<file path="src/rtl/axi_lite_pkg.sv">
// Shared AXI-Lite definitions: default bus widths, write-arbiter FSM states
// and the write-response encodings.
package axi_lite_pkg;

    localparam int ADDR_W_DEF = 6;
    localparam int DATA_W_DEF = 32;

    localparam logic [1:0] RESP_OKAY   = 2'b00;
    localparam logic [1:0] RESP_SLVERR = 2'b10;

    typedef enum logic [1:0] {
        ST_IDLE = 2'b00,
        ST_XFER = 2'b01,
        ST_RESP = 2'b10,
        ST_DONE = 2'b11
    } state_e;

endpackage

</file>
<file path="src/rtl/rr_arbiter.sv">
// Combinational round-robin arbiter: searches the request vector starting
// one position after the pointer (the previous winner) and returns a one-hot
// grant, the winning index and a flag telling whether anyone was granted.
module rr_arbiter #(
    parameter int N     = 4,
    parameter int IDX_W = (N > 1) ? $clog2(N) : 1
) (
    input  logic [N-1:0]     req_i,
    input  logic [IDX_W-1:0] ptr_i,
    output logic [N-1:0]     gnt_o,
    output logic [IDX_W-1:0] idx_o,
    output logic             any_o
);

    logic [IDX_W-1:0] cand_s;
    logic             found_s;

    // First requester found at ptr+1, ptr+2, ... (wrapping) wins.
    always_comb begin
        gnt_o   = '0;
        idx_o   = '0;
        cand_s  = '0;
        found_s = 1'b0;
        for (int i = 1; i <= N; i++) begin
            cand_s = IDX_W'((int'(ptr_i) + i) % N);
            if (!found_s && req_i[cand_s]) begin
                found_s       = 1'b1;
                gnt_o[cand_s] = 1'b1;
                idx_o         = cand_s;
            end else begin
                found_s = found_s;
            end
        end
        any_o = found_s;
    end

endmodule

</file>
<file path="src/rtl/axi_lite_wr_arbiter.sv">
// Multi-requester AXI-Lite write master. One write is in flight at a time;
// requesters are served round-robin, each write runs AW and W concurrently,
// then accepts B and reports the response back to the owning requester.
module axi_lite_wr_arbiter
    import axi_lite_pkg::*;
#(
    parameter int         N_REQ  = 4,
    parameter int         ADDR_W = ADDR_W_DEF,
    parameter int         DATA_W = DATA_W_DEF,
    parameter logic [2:0] PROT   = 3'b000,
    localparam int        STRB_W = DATA_W / 8
) (
    input  logic                      clk,
    input  logic                      rst_i,
    input  logic [N_REQ-1:0]          req_valid,
    input  logic [N_REQ*ADDR_W-1:0]   req_addr,
    input  logic [N_REQ*DATA_W-1:0]   req_data,
    input  logic [N_REQ*STRB_W-1:0]   req_strb,
    output logic [N_REQ-1:0]          req_ready,
    output logic [N_REQ-1:0]          done_valid,
    output logic [1:0]                done_resp,
    output logic [ADDR_W-1:0]         awaddr,
    output logic [2:0]                awprot,
    output logic                      awvalid,
    input  logic                      awready,
    output logic [DATA_W-1:0]         wdata,
    output logic [STRB_W-1:0]         wstrb,
    output logic                      wvalid,
    input  logic                      wready,
    input  logic [1:0]                bresp,
    input  logic                      bvalid,
    output logic                      bready
);

    localparam int IDX_W = (N_REQ > 1) ? $clog2(N_REQ) : 1;

    state_e             state_q,      state_d;
    logic [IDX_W-1:0]   g_q,          g_d;
    logic [IDX_W-1:0]   last_q,       last_d;
    logic [ADDR_W-1:0]  awaddr_q,     awaddr_d;
    logic [DATA_W-1:0]  wdata_q,      wdata_d;
    logic [STRB_W-1:0]  wstrb_q,      wstrb_d;
    logic               awvalid_q,    awvalid_d;
    logic               wvalid_q,     wvalid_d;
    logic               bready_q,     bready_d;
    logic [N_REQ-1:0]   done_valid_q, done_valid_d;
    logic [1:0]         done_resp_q,  done_resp_d;

    logic [N_REQ-1:0]   arb_gnt_s;
    logic [IDX_W-1:0]   arb_idx_s;
    logic               arb_any_s;

    rr_arbiter #(
        .N     (N_REQ),
        .IDX_W (IDX_W)
    ) u_rr (
        .req_i (req_valid),
        .ptr_i (last_q),
        .gnt_o (arb_gnt_s),
        .idx_o (arb_idx_s),
        .any_o (arb_any_s)
    );

    // Next-state and datapath capture; outputs come straight from the registers.
    always_comb begin
        state_d      = state_q;
        g_d          = g_q;
        last_d       = last_q;
        awaddr_d     = awaddr_q;
        wdata_d      = wdata_q;
        wstrb_d      = wstrb_q;
        awvalid_d    = awvalid_q;
        wvalid_d     = wvalid_q;
        bready_d     = 1'b0;
        done_valid_d = '0;
        done_resp_d  = done_resp_q;
        case (state_q)
            ST_IDLE: begin
                if (arb_any_s) begin
                    g_d       = arb_idx_s;
                    awaddr_d  = req_addr[arb_idx_s*ADDR_W +: ADDR_W];
                    wdata_d   = req_data[arb_idx_s*DATA_W +: DATA_W];
                    wstrb_d   = req_strb[arb_idx_s*STRB_W +: STRB_W];
                    awvalid_d = 1'b1;
                    wvalid_d  = 1'b1;
                    state_d   = ST_XFER;
                end else begin
                    state_d   = ST_IDLE;
                end
            end
            ST_XFER: begin
                // Each channel retires on its own handshake; B is only
                // opened once both have retired.
                if (awvalid_q && awready) begin
                    awvalid_d = 1'b0;
                end else begin
                    awvalid_d = awvalid_q;
                end
                if (wvalid_q && wready) begin
                    wvalid_d = 1'b0;
                end else begin
                    wvalid_d = wvalid_q;
                end
                if (!awvalid_d && !wvalid_d) begin
                    state_d  = ST_RESP;
                    bready_d = 1'b1;
                end else begin
                    state_d  = ST_XFER;
                end
            end
            ST_RESP: begin
                if (bready_q && bvalid) begin
                    done_resp_d       = bresp;
                    done_valid_d[g_q] = 1'b1;
                    last_d            = g_q;
                    state_d           = ST_DONE;
                end else begin
                    bready_d          = 1'b1;
                    state_d           = ST_RESP;
                end
            end
            ST_DONE: begin
                state_d = ST_IDLE;
            end
            default: begin
                state_d = ST_IDLE;
            end
        endcase
    end

    // State and output registers; reset drops every valid/pulse immediately.
    always_ff @(posedge clk or posedge rst_i) begin
        if (rst_i) begin
            state_q      <= ST_IDLE;
            g_q          <= '0;
            last_q       <= IDX_W'(N_REQ - 1);
            awaddr_q     <= '0;
            wdata_q      <= '0;
            wstrb_q      <= '0;
            awvalid_q    <= 1'b0;
            wvalid_q     <= 1'b0;
            bready_q     <= 1'b0;
            done_valid_q <= '0;
            done_resp_q  <= 2'b00;
        end else begin
            state_q      <= state_d;
            g_q          <= g_d;
            last_q       <= last_d;
            awaddr_q     <= awaddr_d;
            wdata_q      <= wdata_d;
            wstrb_q      <= wstrb_d;
            awvalid_q    <= awvalid_d;
            wvalid_q     <= wvalid_d;
            bready_q     <= bready_d;
            done_valid_q <= done_valid_d;
            done_resp_q  <= done_resp_d;
        end
    end

    // The accept pulse is the grant itself, so it must be seen in the grant
    // cycle; it is masked while reset is held.
    assign req_ready  = (state_q == ST_IDLE && !rst_i) ? arb_gnt_s : '0;
    assign done_valid = done_valid_q;
    assign done_resp  = done_resp_q;
    assign awaddr     = awaddr_q;
    assign awprot     = PROT;
    assign awvalid    = awvalid_q;
    assign wdata      = wdata_q;
    assign wstrb      = wstrb_q;
    assign wvalid     = wvalid_q;
    assign bready     = bready_q;

endmodule

</file>
<file path="config.mk">
export PLATFORM = sky130hd
export DESIGN_NAME = axi_lite_wr_arbiter
export DESIGN_NICKNAME = d
export VERILOG_FILES = /design/src/rtl/axi_lite_pkg.sv /design/src/rtl/rr_arbiter.sv /design/src/rtl/axi_lite_wr_arbiter.sv
export SDC_FILE = /design/constraint.sdc
export NUM_CORES = 1
export LEC_CHECK = 0
export CAP_MARGIN = 20
export CORE_MARGIN = 2
export CORE_UTILIZATION = 25
export DETAILED_ROUTE_END_ITERATION = 8
export PLACE_DENSITY = 0.62
export SYNTH_ARGS = -nofsm -noshare
export SYNTH_HDL_FRONTEND = slang
export SYNTH_SLANG_ARGS = --single-unit
</file>
<file path="constraint.sdc">
create_clock -name clk -period 5.3 [get_ports clk]
set_input_delay 1.325 -clock clk [delete_from_list [all_inputs] [get_ports clk]]
set_output_delay 1.325 -clock clk [all_outputs]
set_load 0.02 [all_outputs]
</file>
==> impl_metrics.csv, run 1 <==
group,metric,value,unit
outcome,status,"completed",
die,die_h,128,um
clock_tree,cts_root_buffer,"clkbuf_16",
timing,finalHoldViolCount,0,
power,p_int,2430,uW
cells_and_area,drive_gt1_share,7.25,%
yosys,yosys-top-cells-count,"mux2i_1, nand2_1, dfrtp_1",
placement,gp_congestion,0.890,
grt,grt_first_pass_wirelength,20000,um
yosys,yosysSeqAreaShare,36.9,%
yosys,ys_warn_count,0,
timing,fin_skew,0.00599,ns
clock_tree,clock-sinks,57,
power,clkPwrFrac,12.0,%
timing,rsz0062_at_grt,"false",
grt,antenna_found_initial,0,
clock_tree,cts_buffer_depth,2,
timing,setup_viol,0,
cells_and_area,fillers,1429,
drt,dr_total_vias,3847,
power,fin_total_pwr,4360,uW
placement,pre_cts_ws,0.159,ns
timing,slew_viol_final,0,
grt,grt_max_degree,83,
timing,fin_ws,0.188,ns
power,peakVddDrop,0.783,mV
drt,drc_errors,0,
drt,routed_via_density,4.84,
placement,dp_cells,779,
worst_hold_path,hold_class,"reg -> reg",
setup_path,crit_fanout,9,
power,p_sw,1930,uW
drt,wl,12900,um
placement,place_area,6340,sq um
clock_tree,cts_buffers,9,
cells_and_area,antenna_cells,0,
yosys,ys_types,42,
cells_and_area,postLayoutCellArea,6620,sq um
drt,first_pass_iters,4,
grt,met3_usage,4.24,%
yosys,yosysTopAreaCell,"dfrtp_1",
power,p_seq_share,17.9,%
die,design.die.area,16500,sq um
yosys,synth_ff_type,"dfrtp_1",
yosys,synthCells,376,
grt,gr-usage-met1,16.7,%
timing,max_slew_margin,52.3,%
yosys,synth_area_leaders,"dfrtp_1, mux2i_1, o221ai_1",
cells_and_area,instances_no_fill,795,
die,row_count,45,
yosys,synth-async-reset-ratio,100,%
timing,period_share,96.5,%
timing,period_needed,5.11,ns
drt,ant_nets,0,
setup_path,end_kind,"output pin",
timing,setup-tns-final,0,ns
die,floorplan.die.width,128,um
clock_tree,clock_latency,0.32,ns
grt,grt-ovfl-total,0,
timing,fmax,196,MHz
setup_path,cpMaxStageDelayCell,"clkdlybuf4s50_1",
timing,worstMarginPinSlew,0.715,ns
cells_and_area,layout.nets,793,
die,core,15100,sq um
yosys,synth_seq_cells,57,
grt,grt_pass1_vias,3954,
cells_and_area,area_growth,71.1,%
clock_tree,cts_tree,"built",
setup_path,arrival,3.79,ns
clock_tree,cts_hold_buf,0,
grt,grt.busiest_layer,"met2",
yosys,yosysMostFrequentCell,"mux2i_1",
clock_tree,path_clk_slew,0.05,ns
setup_path,crit_buf_inv,3,
setup_path,slowest_delay,0.61,ns
job,cap_violations,0,
die,start_util,25.6,%
grt,grt_use_met2,28.7,%
power,powerDensity,659,nW/um^2
placement,io_buffers,233,
clock_tree,htree_levels,3,
yosys,synth_enable_flop_cells,0,
yosys,syn_avg_cell_area,10.3,sq um
power,leakage,0.00288,uW
drt,initialDrtViolationCount,136,
grt,grt_usage,15.4,%
power,combPwrFrac,70.1,%
setup_path,crit_chain,"clkdlybuf4s50_1 > mux4_2 > buf_4 > nor2_1 > and3_1 > a221oi_1 > nor2_1 > clkdlybuf4s50_1",
drt,routedWlPerCell,16.2,um
power,swShare,44.3,%
setup_path,path_delay_family,"buffers and inverters",
die,ioPinCount,237,
setup_path,startpoint_type,"input port",
setup_path,setup.worst_path.class,"in -> out",
yosys,yosysTopAreaCellShare,35.6,%
placement,place_hpwl,10000,um
setup_path,worstPathRequired,3.97,ns
yosys,synth.cell_area,3870,sq um
-- cell usage in the layout, fill, tap and decap left out, types with 2 or more instances in the layout --
master           instances
a21oi_1                  6
a221oi_1                 5
a22o_1                   2
a22oi_1                  4
a32oi_1                  2
and3_1                   3
buf_4                   10
clkbuf_16                9
clkdlybuf4s50_1        232
clkinv_2                 3
conb_1                   3
dfrtp_1                 55
dfstp_2                  2
ha_1                    12
inv_1                    7
mux2_2                   4
mux2i_1                 85
mux4_2                   4
nand2_1                 61
nand2b_1                 3
nand3_1                  2
nor2_1                  15
nor2b_1                  2
nor3_1                   2
o21ai_0                  7
o221ai_1                41
o22ai_1                  2
-- state kept, by name, summed over array words and instances, names as in the netlist, named ones only --
signal	flops
awaddr	6
awvalid	1
bready	1
done_resp	2
done_valid	4
g_q	2
last_q	2
state_q	1
wdata	32
wstrb	4
wvalid	1
-- routing by layer --
layer	wire length (um)	share of wire [%]	vias to the layer above
met4	205	1.6	0
met2	6750	52	142
met5	0	0	-
li1	-	-	1864
met1	4930	38	1823
met3	1040	8.0	18
-- through the flow --
stage,util (%),hold WS (ns)
floorplan,-,0.467
detailed placement,41.9,0.471
global route,43.7,0.502
global placement,41.9,0.464
finish,43.7,0.477
CTS,43.7,0.483
-- final cells by class --
| class | count | area [sq um] | share of cell area, % |
|---|---|---|---|
| well taps | 188 | 235 | 3.55 |
| flip-flops and latches | 57 | 1430 | 21.6 |
| clock inverters | 5 | 31.3 | 0.472 |
| multi-input cells | 281 | 2220 | 33.5 |
| repair buffers | 244 | 2430 | 36.7 |
| clock buffers | 11 | 243 | 3.67 |
| inverters | 9 | 33.8 | 0.510 |
-- repair_timing --
item	4_1_cts	5_1_grt
setup endpoints to repair	0	4
buffers inserted	0	0
resized for setup	0	2
-- worst min-delay path: stages, from the launching register on --
cell and delay [ns]:
dfrtp_1 0.33, nand2_1 0.05, nand2_1 0.06
-- power by group through the flow --
stage / Clock, uW / Sequential, uW / Combinational [uW]
6_report: 523 / 782 / 3060
5_1_grt: 560 / 807 / 3330
4_1_cts: 540 / 783 / 3120
3_5_place_dp: 0 / 787 / 3120
3_3_place_gp: 0 / 775 / 3040
2_1_floorplan: 0 / 987 / 2060
-- final timing paths --
check | startpoint | depth (start not counted) | end | slack [ns]
min reg2reg | done_resp[0] | 2 | done_resp[0] | 0.48
max | req_valid[2] | 8 | req_ready[0] | 0.19
max reg2reg | last_q[1] | 9 | wdata[4] | 1.66
max in group asynchronous | rst_i | 3 | wstrb[1] | 3.29
min in group asynchronous | rst_i | 3 | done_valid[2] | 1.53
min | done_resp[0] | 2 | done_resp[0] | 0.48
-- cell families (layout without fill, tap and decap cells) --
kind of cell,after synthesis,in the layout,synth area share [%]
simple gates,94,94,10.6
mux,93,93,25.5
compound gates,78,78,16.2
flops,57,57,36.9
buf+inv,40,269,6.17
fa+ha+maj,12,12,3.88
other cells,1,3,0.0969
xor+xnor,1,1,0.711
Note: power is estimated with default switching activity, not from simulation.
==> run 2: changes to the inputs <==
==> constraint.sdc (replaced) <==
create_clock -name clk -period 5.3 [get_ports clk]
set_input_delay 1.325 -clock clk [delete_from_list [all_inputs] [get_ports clk]]
set_output_delay 1.325 -clock clk [all_outputs]
set_load 0.05 [all_outputs]
==> impl_metrics.csv, run 2 (same netlist as run 1, synthesis figures left out) <==
group,metric,value,unit
timing,period_needed,5.03,ns
grt,grt-ovfl-total,0,
drt,drc_errors,0,
power,p_seq_share,16.2,%
timing,worstMarginPinSlew,0.818,ns
cells_and_area,regArea,1430,sq um
cells_and_area,drive_gt1_share,8.50,%
cells_and_area,fin_util,44.4,%
clock_tree,cts_buffers,9,
setup_path,end_kind,"output pin",
clock_tree,cts_tree,"built",
drt,wl,13200,um
clock_tree,cts_root_buffer,"clkbuf_16",
cells_and_area,fillers,1433,
clock_tree,htree_levels,3,
die,floorplan.die.width,128,um
power,p_sw,2380,uW
cells_and_area,layout.nets,799,
die,core,15100,sq um
grt,antenna_found_initial,0,
timing,slew_viol_final,0,
cells_and_area,final_common_cell,"clkdlybuf4s50_1",
drt,initialDrtViolationCount,121,
clock_tree,cts_setup_buffers,0,
worst_hold_path,hold_class,"reg -> reg",
clock_tree,cts_buffer_depth,2,
timing,fmax,199,MHz
setup_path,worstPathRequired,3.97,ns
setup_path,arrival,3.71,ns
grt,grt_max_degree,58,
clock_tree,cts_resized,0,
power,clkPwrFrac,10.8,%
power,peakVddDrop,0.397,mV
timing,period_share,95.0,%
setup_path,setup.worst_path.class,"in -> out",
cells_and_area,antenna_cells,0,
die,design.die.area,16500,sq um
die,die_h,128,um
clock_tree,path_clk_slew,0.05,ns
timing,rsz0062_at_grt,"false",
timing,setup-tns-final,0,ns
power,combPwrFrac,73.0,%
power,powerDensity,740,nW/um^2
power,p_int,2600,uW
grt,grt_pass1_vias,4043,
placement,gp_congestion,0.901,
drt,first_pass_iters,4,
clock_tree,cts_hold_buf,0,
placement,place_hpwl,10400,um
die,row_count,45,
timing,max_slew_margin,45.4,%
die,start_util,25.6,%
timing,setup_viol,0,
power,leakage,0.00291,uW
cells_and_area,multi_input_area,2220,sq um
setup_path,crit_fanout,11,
drt,routedWlPerCell,16.5,um
timing,finalHoldViolCount,0,
power,swShare,47.8,%
die,ioPinCount,237,
placement,io_buffers,233,
setup_path,startpoint_type,"input port",
job,cap_violations,0,
grt,grt_usage,15.5,%
outcome,status,"completed",
drt,dr_total_vias,3878,
clock_tree,clock_latency,0.32,ns
grt,grt_first_pass_wirelength,20200,um
drt,routed_via_density,4.85,
cells_and_area,largest_reg_flops,32,
clock_tree,clock-sinks,57,
cells_and_area,mostFrequentLayoutCells,"clkdlybuf4s50_1, mux2i_1, nand2_1",
drt,ant_nets,0,
cells_and_area,area_growth,73.7,%
timing,fin_skew,0.00356,ns
## run 2: layer usage
metal / GRT usage, % / vias to the layer above / wire length (um)
met1: 17.1 / 1840 / 5120
li1: - / 1873 / -
met4: 5.95 / 0 / 214
met3: 3.78 / 17 / 981
met5: 0 / - / 0
met2: 28.7 / 148 / 6850
## run 2: worst paths after layout
path	from	endpoint	slack, ns	cells past startpoint
worst max register to register	last_q[0]	wdata[31]	1.34	8
max in group asynchronous	rst_i	wdata[11]	3.26	3
worst min-delay path	wdata[14]	wdata[14]	0.48	2
worst min register to register	wdata[14]	wdata[14]	0.48	2
min in group asynchronous	rst_i	state_q[0]	1.54	3
worst max-delay path	req_valid[3]	req_ready[3]	0.27	8
## run 2: stage by stage
stage | cell area [sq um] | setup slack (ns) | hold slack (ns) | power, uW | std cells
6_report | 6720 | 0.267 | 0.481 | 4980 | 800
2_1_floorplan | 3880 | 0.440 | 0.467 | 3460 | 378
5_1_grt | 6720 | 0.115 | 0.496 | 5320 | 800
4_1_cts | 6720 | 0.278 | 0.485 | 5060 | 800
3_5_place_dp | 6440 | 0.310 | 0.472 | 4500 | 785
3_3_place_gp | 6440 | 0.417 | 0.464 | 4440 | 785
## run 2: final cells by class
type,instances,area share (%)
clock buffers,13,4.02
multi-input cells,281,33.0
inverters,9,0.502
flip-flops and latches,57,21.3
repair buffers,250,37.6
well taps,188,3.50
clock inverters,2,0.186
## run 2: worst max-delay path, cell delays in order
cell,delay (ns)
clkdlybuf4s50_1,0.57
mux4_2,0.65
nor2b_1,0.44
a22oi_1,0.12
nor2_1,0.14
a221oi_1,0.07
nor2_1,0.21
buf_12,0.17
## run 2: power groups by stage
stage	Combinational [uW]	Clock, uW	Sequential (uW)
floorplan	2080	0	1370
global placement	3640	0	798
detailed placement	3690	0	812
CTS	3700	558	808
global route	3900	580	838
finish	3630	537	806
